==> config.mk <==
export PLATFORM = sky130hd
export DESIGN_NAME = vga_grid_ctrl
export DESIGN_NICKNAME = d
export VERILOG_FILES = /design/src/rtl/vga_grid_ctrl.sv
export SDC_FILE = /design/constraint.sdc
export NUM_CORES = 1
export LEC_CHECK = 0
export CORE_ASPECT_RATIO = 0.9
export CORE_MARGIN = 10
export CORE_UTILIZATION = 40
export CTS_BUF_LIST = sky130_fd_sc_hd__clkbuf_8
export DETAILED_ROUTE_END_ITERATION = 10
export GPL_TIMING_DRIVEN = 0
export HOLD_SLACK_MARGIN = 0.12
export PLACE_DENSITY = 0.76
export SLEW_MARGIN = 40
export SYNTH_ARGS = -nofsm -noshare
export SYNTH_HDL_FRONTEND = slang
export SYNTH_SLANG_ARGS = --single-unit
==> constraint.sdc <==
create_clock -name clk_i -period 3.7 [get_ports clk_i]
set_clock_uncertainty 0.05 [all_clocks]
set_input_delay 0.37 -clock clk_i [delete_from_list [all_inputs] [get_ports clk_i]]
set_output_delay 0.37 -clock clk_i [all_outputs]
set_load 0.01 [all_outputs]
==> src/rtl/vga_grid_ctrl.sv <==
// vga_grid_ctrl: write controller for the 16-cell VGA colour grid memory.
// It arbitrates single-cell updates from port A (MCU) and port B (pattern
// engine) and runs a self-sequenced 16-cell clear. It issues at most one
// registered write per cycle. When VBLANK_ONLY is set, writes are held off
// outside vertical blanking so the visible frame never tears.
//
// Handshake: a_ready_o/b_ready_o are combinational. A transfer happens at any
// rising edge where valid & ready are both high. A requester keeps valid, pos
// and color stable until it sees ready, but it may withdraw valid while ready
// is low. At most one ready is high in a cycle.
module vga_grid_ctrl #(
  parameter int VBLANK_ONLY = 1
) (
  input  logic       clk_i,
  input  logic       rst_i,
  input  logic       vblank_i,
  input  logic       a_valid_i,
  input  logic [3:0] a_pos_i,
  input  logic [7:0] a_color_i,
  output logic       a_ready_o,
  input  logic       b_valid_i,
  input  logic [3:0] b_pos_i,
  input  logic [7:0] b_color_i,
  output logic       b_ready_o,
  input  logic       clr_start_i,
  input  logic [7:0] clr_color_i,
  output logic       clr_busy_o,
  output logic       wr_en_o,
  output logic [3:0] wr_pos_o,
  output logic [7:0] wr_color_o,
  output logic       state_o
);

  typedef enum logic {
    S_IDLE  = 1'b0,
    S_CLEAR = 1'b1
  } state_t;

  state_t     state_q;
  logic [3:0] cnt_q;
  logic [7:0] fill_q;
  logic       last_a_q;   // 1: port A was served last, 0: port B
  logic       wr_en_q;
  logic [3:0] wr_pos_q;
  logic [7:0] wr_color_q;

  logic gate;
  logic serve;
  logic grant_a;
  logic grant_b;

  // Write gate and round-robin grant; a clear request pre-empts A/B this cycle.
  always_comb begin
    gate    = (VBLANK_ONLY == 0) || vblank_i;
    serve   = !rst_i && (state_q == S_IDLE) && !clr_start_i && gate;
    grant_a = serve && a_valid_i && (!b_valid_i || !last_a_q);
    grant_b = serve && b_valid_i && (!a_valid_i || last_a_q);
  end

  // Controller FSM: grant service in IDLE, 16-cell fill sequence in CLEAR.
  always_ff @(posedge clk_i) begin
    if (rst_i) begin
      state_q    <= S_IDLE;
      cnt_q      <= 4'd0;
      fill_q     <= 8'd0;
      last_a_q   <= 1'b0;
      wr_en_q    <= 1'b0;
      wr_pos_q   <= 4'd0;
      wr_color_q <= 8'd0;
    end else begin
      case (state_q)
        S_IDLE: begin
          if (clr_start_i) begin
            state_q <= S_CLEAR;
            cnt_q   <= 4'd0;
            fill_q  <= clr_color_i;
            wr_en_q <= 1'b0;
          end else if (grant_a) begin
            wr_en_q    <= 1'b1;
            wr_pos_q   <= a_pos_i;
            wr_color_q <= a_color_i;
            last_a_q   <= 1'b1;
          end else if (grant_b) begin
            wr_en_q    <= 1'b1;
            wr_pos_q   <= b_pos_i;
            wr_color_q <= b_color_i;
            last_a_q   <= 1'b0;
          end else begin
            wr_en_q <= 1'b0;
          end
        end
        S_CLEAR: begin
          if (gate) begin
            wr_en_q    <= 1'b1;
            wr_pos_q   <= cnt_q;
            wr_color_q <= fill_q;
            // Completion is the write of cell 15; the counter never wraps.
            if (cnt_q == 4'd15) begin
              state_q <= S_IDLE;
            end else begin
              cnt_q <= cnt_q + 4'd1;
            end
          end else begin
            wr_en_q <= 1'b0;
          end
        end
        default: begin
          state_q <= S_IDLE;
          wr_en_q <= 1'b0;
        end
      endcase
    end
  end

  assign a_ready_o  = grant_a;
  assign b_ready_o  = grant_b;
  assign clr_busy_o = (state_q == S_CLEAR);
  assign wr_en_o    = wr_en_q;
  assign wr_pos_o   = wr_pos_q;
  assign wr_color_o = wr_color_q;
  assign state_o    = state_q;

endmodule

* Word-level counts from Yosys, hierarchy flattened
Index checks and enable logic that the tools add are counted.
Widths: inputs -> output; s select.
** Storage, ports and cells
- Bits in registers :: 27
- Input bits :: 38
- Output and inout bits :: 17
** Cells by class
- Add/subtract/negate cells :: 1
- Eq/ne operators :: 6
- Multiplexer cells :: 25
- Bitwise logic cells :: 2
- Reduce and logical (&&, ||, !) cells :: 19
** Operators with widths (count)
- $mux 8 :: 4
- $mux 4 :: 7
- $pmux 4 s2 :: 2
- $pmux 8 s2 :: 1
- $mux 1 :: 9
- $reduce_and 3->1 :: 3
- $ne 2x2->1 const B :: 4
- $logic_and 1x1->1 :: 7
- $logic_not 1->1 :: 5
- $add 4x1->4 const B :: 1
- $eq 4x4->1 const B :: 1
- $pmux 1 s2 :: 2
- $ne 3x3->1 const B :: 1
- $logic_or 1x1->1 :: 2
- $not 1->1 :: 2
- $reduce_and 2->1 :: 1
- $reduce_bool 2->1 :: 1

* Depth between registers and ports, before layout
Gate-level depths: netlist of run 1.
- Depth after elaboration :: 10
- Gate-level depth with buffers :: 5
- Depth with buffers taken out :: 4

* Worst setup path after synthesis of run 1
Ideal clock, no wire load.
- Path type :: input to output
- Start point :: in rst_i
- End point :: out a_ready_o
- Arrival time :: 1.604 ns
- Data required time :: 3.280 ns
- Slack :: 1.676 ns
- Cell stages on the path :: 5
- Path buffers :: 2
- Path through :: or4b_1 > buf_2 > clkbuf_1 > or2_2 > inv_1
** Between the ends
- Cells in the longest elaborated chain, start to end :: 6
** RTL lines
- start, declared :: line 15 : input logic rst_i,
- $logic_not 1->1 :: line 55 : serve = !rst_i && (state_q == S_IDLE) && !clr_start_i && gate;
- $logic_and 1x1->1 (3 in a row) :: line 55
- $logic_and 1x1->1 (2 in a row) :: line 56 : grant_a = serve && a_valid_i && (!b_valid_i || !last_a_q);
- end, declared :: line 20 : output logic a_ready_o,
Every way passes these cells.

* Final worst setup path of run 1
Ends and elaborated chain as after synthesis.

==> summary.txt, run 1 <==
Run status
  • Status: complete, no violations

CTS
  • CTS max path bufs: 2
  • Clk slew on worst S/H paths: 90 ps
  • Buffers inserted by post-CTS timing repair: 0
  • Number of H-tree levels: 1
  • Clk_lat worst skew: 270 ps
  • Clock tree root buffer cell: clkbuf_8
  • CTS buffer count: 3
  • Clock Sinks: 27
  • Cts repair resizes: 0
  • Hold-fix buffers, CTS: 0
  • CTS tree: built

Timing
  • Setup TNS: 0 ps
  • RSZ-0062 raised after global routing: no
  • Slew HR: 0.6727
  • Worst hold margin: 418.8 ps
  • Hold violation total from the final report: 0
  • Tcrit/Tclk final: 0.8757
  • Final setup viols: 0
  • Fin. max-slew vios: 0
  • F_max: 0.3086 GHz
  • Final setup margin: 459.9 ps
  • Post-layout min period: 3240 ps
  • Worst-Margin Slew: 491.0 ps

Pwr
  • Final Power: 629.9 uW
  • Sequential power share: 0.502
  • Clock power share: 0.264
  • Max VDD drop: 209.9 uV
  • P_sw: 164.1 uW
  • Sw Ratio: 0.2606
  • LEAKAGE: 0.6748 nW
  • Comb pwr share: 0.234
  • Internal: 465.8 uW
  • Pwr Density: 329.5 nW/um^2

Floorplanning
  • Core footprint: 3043 sq um
  • Initial Util: 0.4182
  • Core Rows: 19
  • Die area: 5840 sq um
  • DIE WIDTH: 79.45 um
  • Die Height: 73.51 um
  • Io pins: 55

Hold path
  • Worst hold path type: reg -> reg
  • Hold path start: fill_q[3]$_SDFFE_PP0P_

Synth
  • Synth cell types: 29
  • Seq/Total Area, Yosys: 0.4248
  • Number of enable flip-flop cells after synthesis: 0
  • Gate Count Post-Synth: 149
  • Area contributors post-synth: dfxtp_1 (42%), a32o_1 (9.4%), o32a_1 (9.4%)
  • Syn Nets: 188
  • Yosys reg bits: 27
  • Post-Syn Area per Cell: 8.540 sq um
  • Post-synthesis async set-or-reset flop share: 0
  • Post-Syn Area: 1272 sq um
  • Area leader, netlist: dfxtp_1
  • Area fraction of the dominant cell type after synthesis: 0.4248
  • Synthesis Warnings: 0
  • Top-count cell post-synth: dfxtp_1
  • Post-synth top flop: dfxtp_1
  • Synth cell count leaders: dfxtp_1 (27), nand2_1 (17), a21oi_1 (13), nor2_1 (13), o21ai_0 (13)

Global route
  • Vias in the first global route: 1398
  • First-pass GRT wire length: 6810 um
  • Pin count of the biggest net entering global routing: 16
  • Initial antenna violation count: 0
  • Total track usage: 0.1447
  • Gr ovfl total: 0

Route
  • First-pass iteration count of the detailed router: 4
  • DRC Markers: 0
  • 1st-iter DRT viols: 83
  • Final ANT Viol Nets: 0
  • Drt via density: 5.558
  • WL per Instance: 16.84 um
  • Total wire length: 4194 um
  • Via Count: 1384

Worst setup path
  • Crit path capture type: output pin
  • Type of origin of the critical path: input pin
  • Critical path peak fanout: 10
  • CP startpoint: rst_i
  • Critical path arrival: 2820 ps
  • CP Class: in -> out
  • WP data required: 3280 ps
  • RR Startpoint: clr_busy_o$_SDFF_PP0_

Placed design
  • Placed Area: 1866 sq um
  • Inst Count DP: 245
  • Dpl ws: 488.7 ps
  • DP HPWL: 3360 um
  • Gpl congestion: 0.8551
  • Port Buffers: 54

Finish
  • Final cell count without fillers: 249
  • P&R area growth vs syn: 50.25%
  • Final core occ: 0.6283
  • Fill count: 296
  • Final Cell Area: 1912 sq um
  • Ant diodes: 0
  • Total Nets Final: 247
  • Proportion of layout cells with a drive suffix above 1: 0.03865

Job
  • Maxcap violations: 0
## layout by cell type (no fill, tap or decap), drive strengths merged, types with 2 or more instances in the layout
| master | instances |
|---|---|
| a21oi | 13 |
| nor2 | 13 |
| a32o | 12 |
| clkbuf | 12 |
| dfxtp | 27 |
| nor2b | 2 |
| inv | 4 |
| or3 | 4 |
| clkdlybuf4s50 | 54 |
| nand3 | 2 |
| o32a | 12 |
| o211ai | 2 |
| buf | 5 |
| o31ai | 2 |
| o21ai | 13 |
| nand2b | 2 |
| nand2 | 17 |
## critical path: stages
cell             delay [ps]
clkdlybuf4s50_1         520
or4b_1                  550
buf_2                   200
clkbuf_1                230
or2_2                   360
inv_1                    60
clkdlybuf4s50_1         540
## cells by family after synthesis
| group | share of synthesized area |
|---|---|
| compound gates | 0.3324 |
| fa+ha+maj | 0.009831 |
| buf+inv | 0.06292 |
| flops | 0.4248 |
| simple gates | 0.1701 |
## power groups by stage
stage	Sequential, mW	Combinational, mW	Clock (mW)
after floorplan	0.326	0.0603	0
after global placement	0.322	0.144	0
after detailed placement	0.323	0.147	0
after CTS	0.316	0.148	0.166
after global routing	0.318	0.161	0.180
final	0.316	0.147	0.166
## area by class of cell
cell class              instances  area [sq um]  area share
flip-flops and latches         27         540.5      0.2827
multi-input cells             104         651.9      0.3410
well taps                      42         52.55     0.02749
clock inverters                 1         5.005    0.002618
inverters                       4         15.01    0.007853
plain buffers                  14         65.06     0.03403
clock buffers                   3         41.29     0.02160
repair buffers                 54         540.5      0.2827
## routing by layer
layer,GRT usage,share of wire,vias to the layer above
met5,0,0,-
met4,0.03579,0.0081,0
met1,0.1748,0.43,654
met2,0.2442,0.49,50
li1,-,-,675
met3,0.04390,0.074,5
## final timing paths
kind,end,slack (ps),depth (start not counted)
worst max register to register,wr_color_o[1]$_SDFFE_PP0P_,1650,5
worst max-delay path,a_ready_o,460,7
worst min register to register,fill_q[3]$_SDFFE_PP0P_,420,2
worst min-delay path,fill_q[3]$_SDFFE_PP0P_,420,2
## registers in the layout (all words and copies together), names as in the netlist
register	count
fill_q	8
last_a_q	1
cnt_q	4
wr_en_o	1
wr_color_o	8
clr_busy_o	1
wr_pos_o	4
(Power assumes the default switching activity.)
==> inputs of run 2 (changes only) <==
Settings changed: ABC_CLOCK_PERIOD_IN_PS set to 3700.
==> results of run 2 <==
No change in the layout: final DEF, timing and power equal those of run 1.
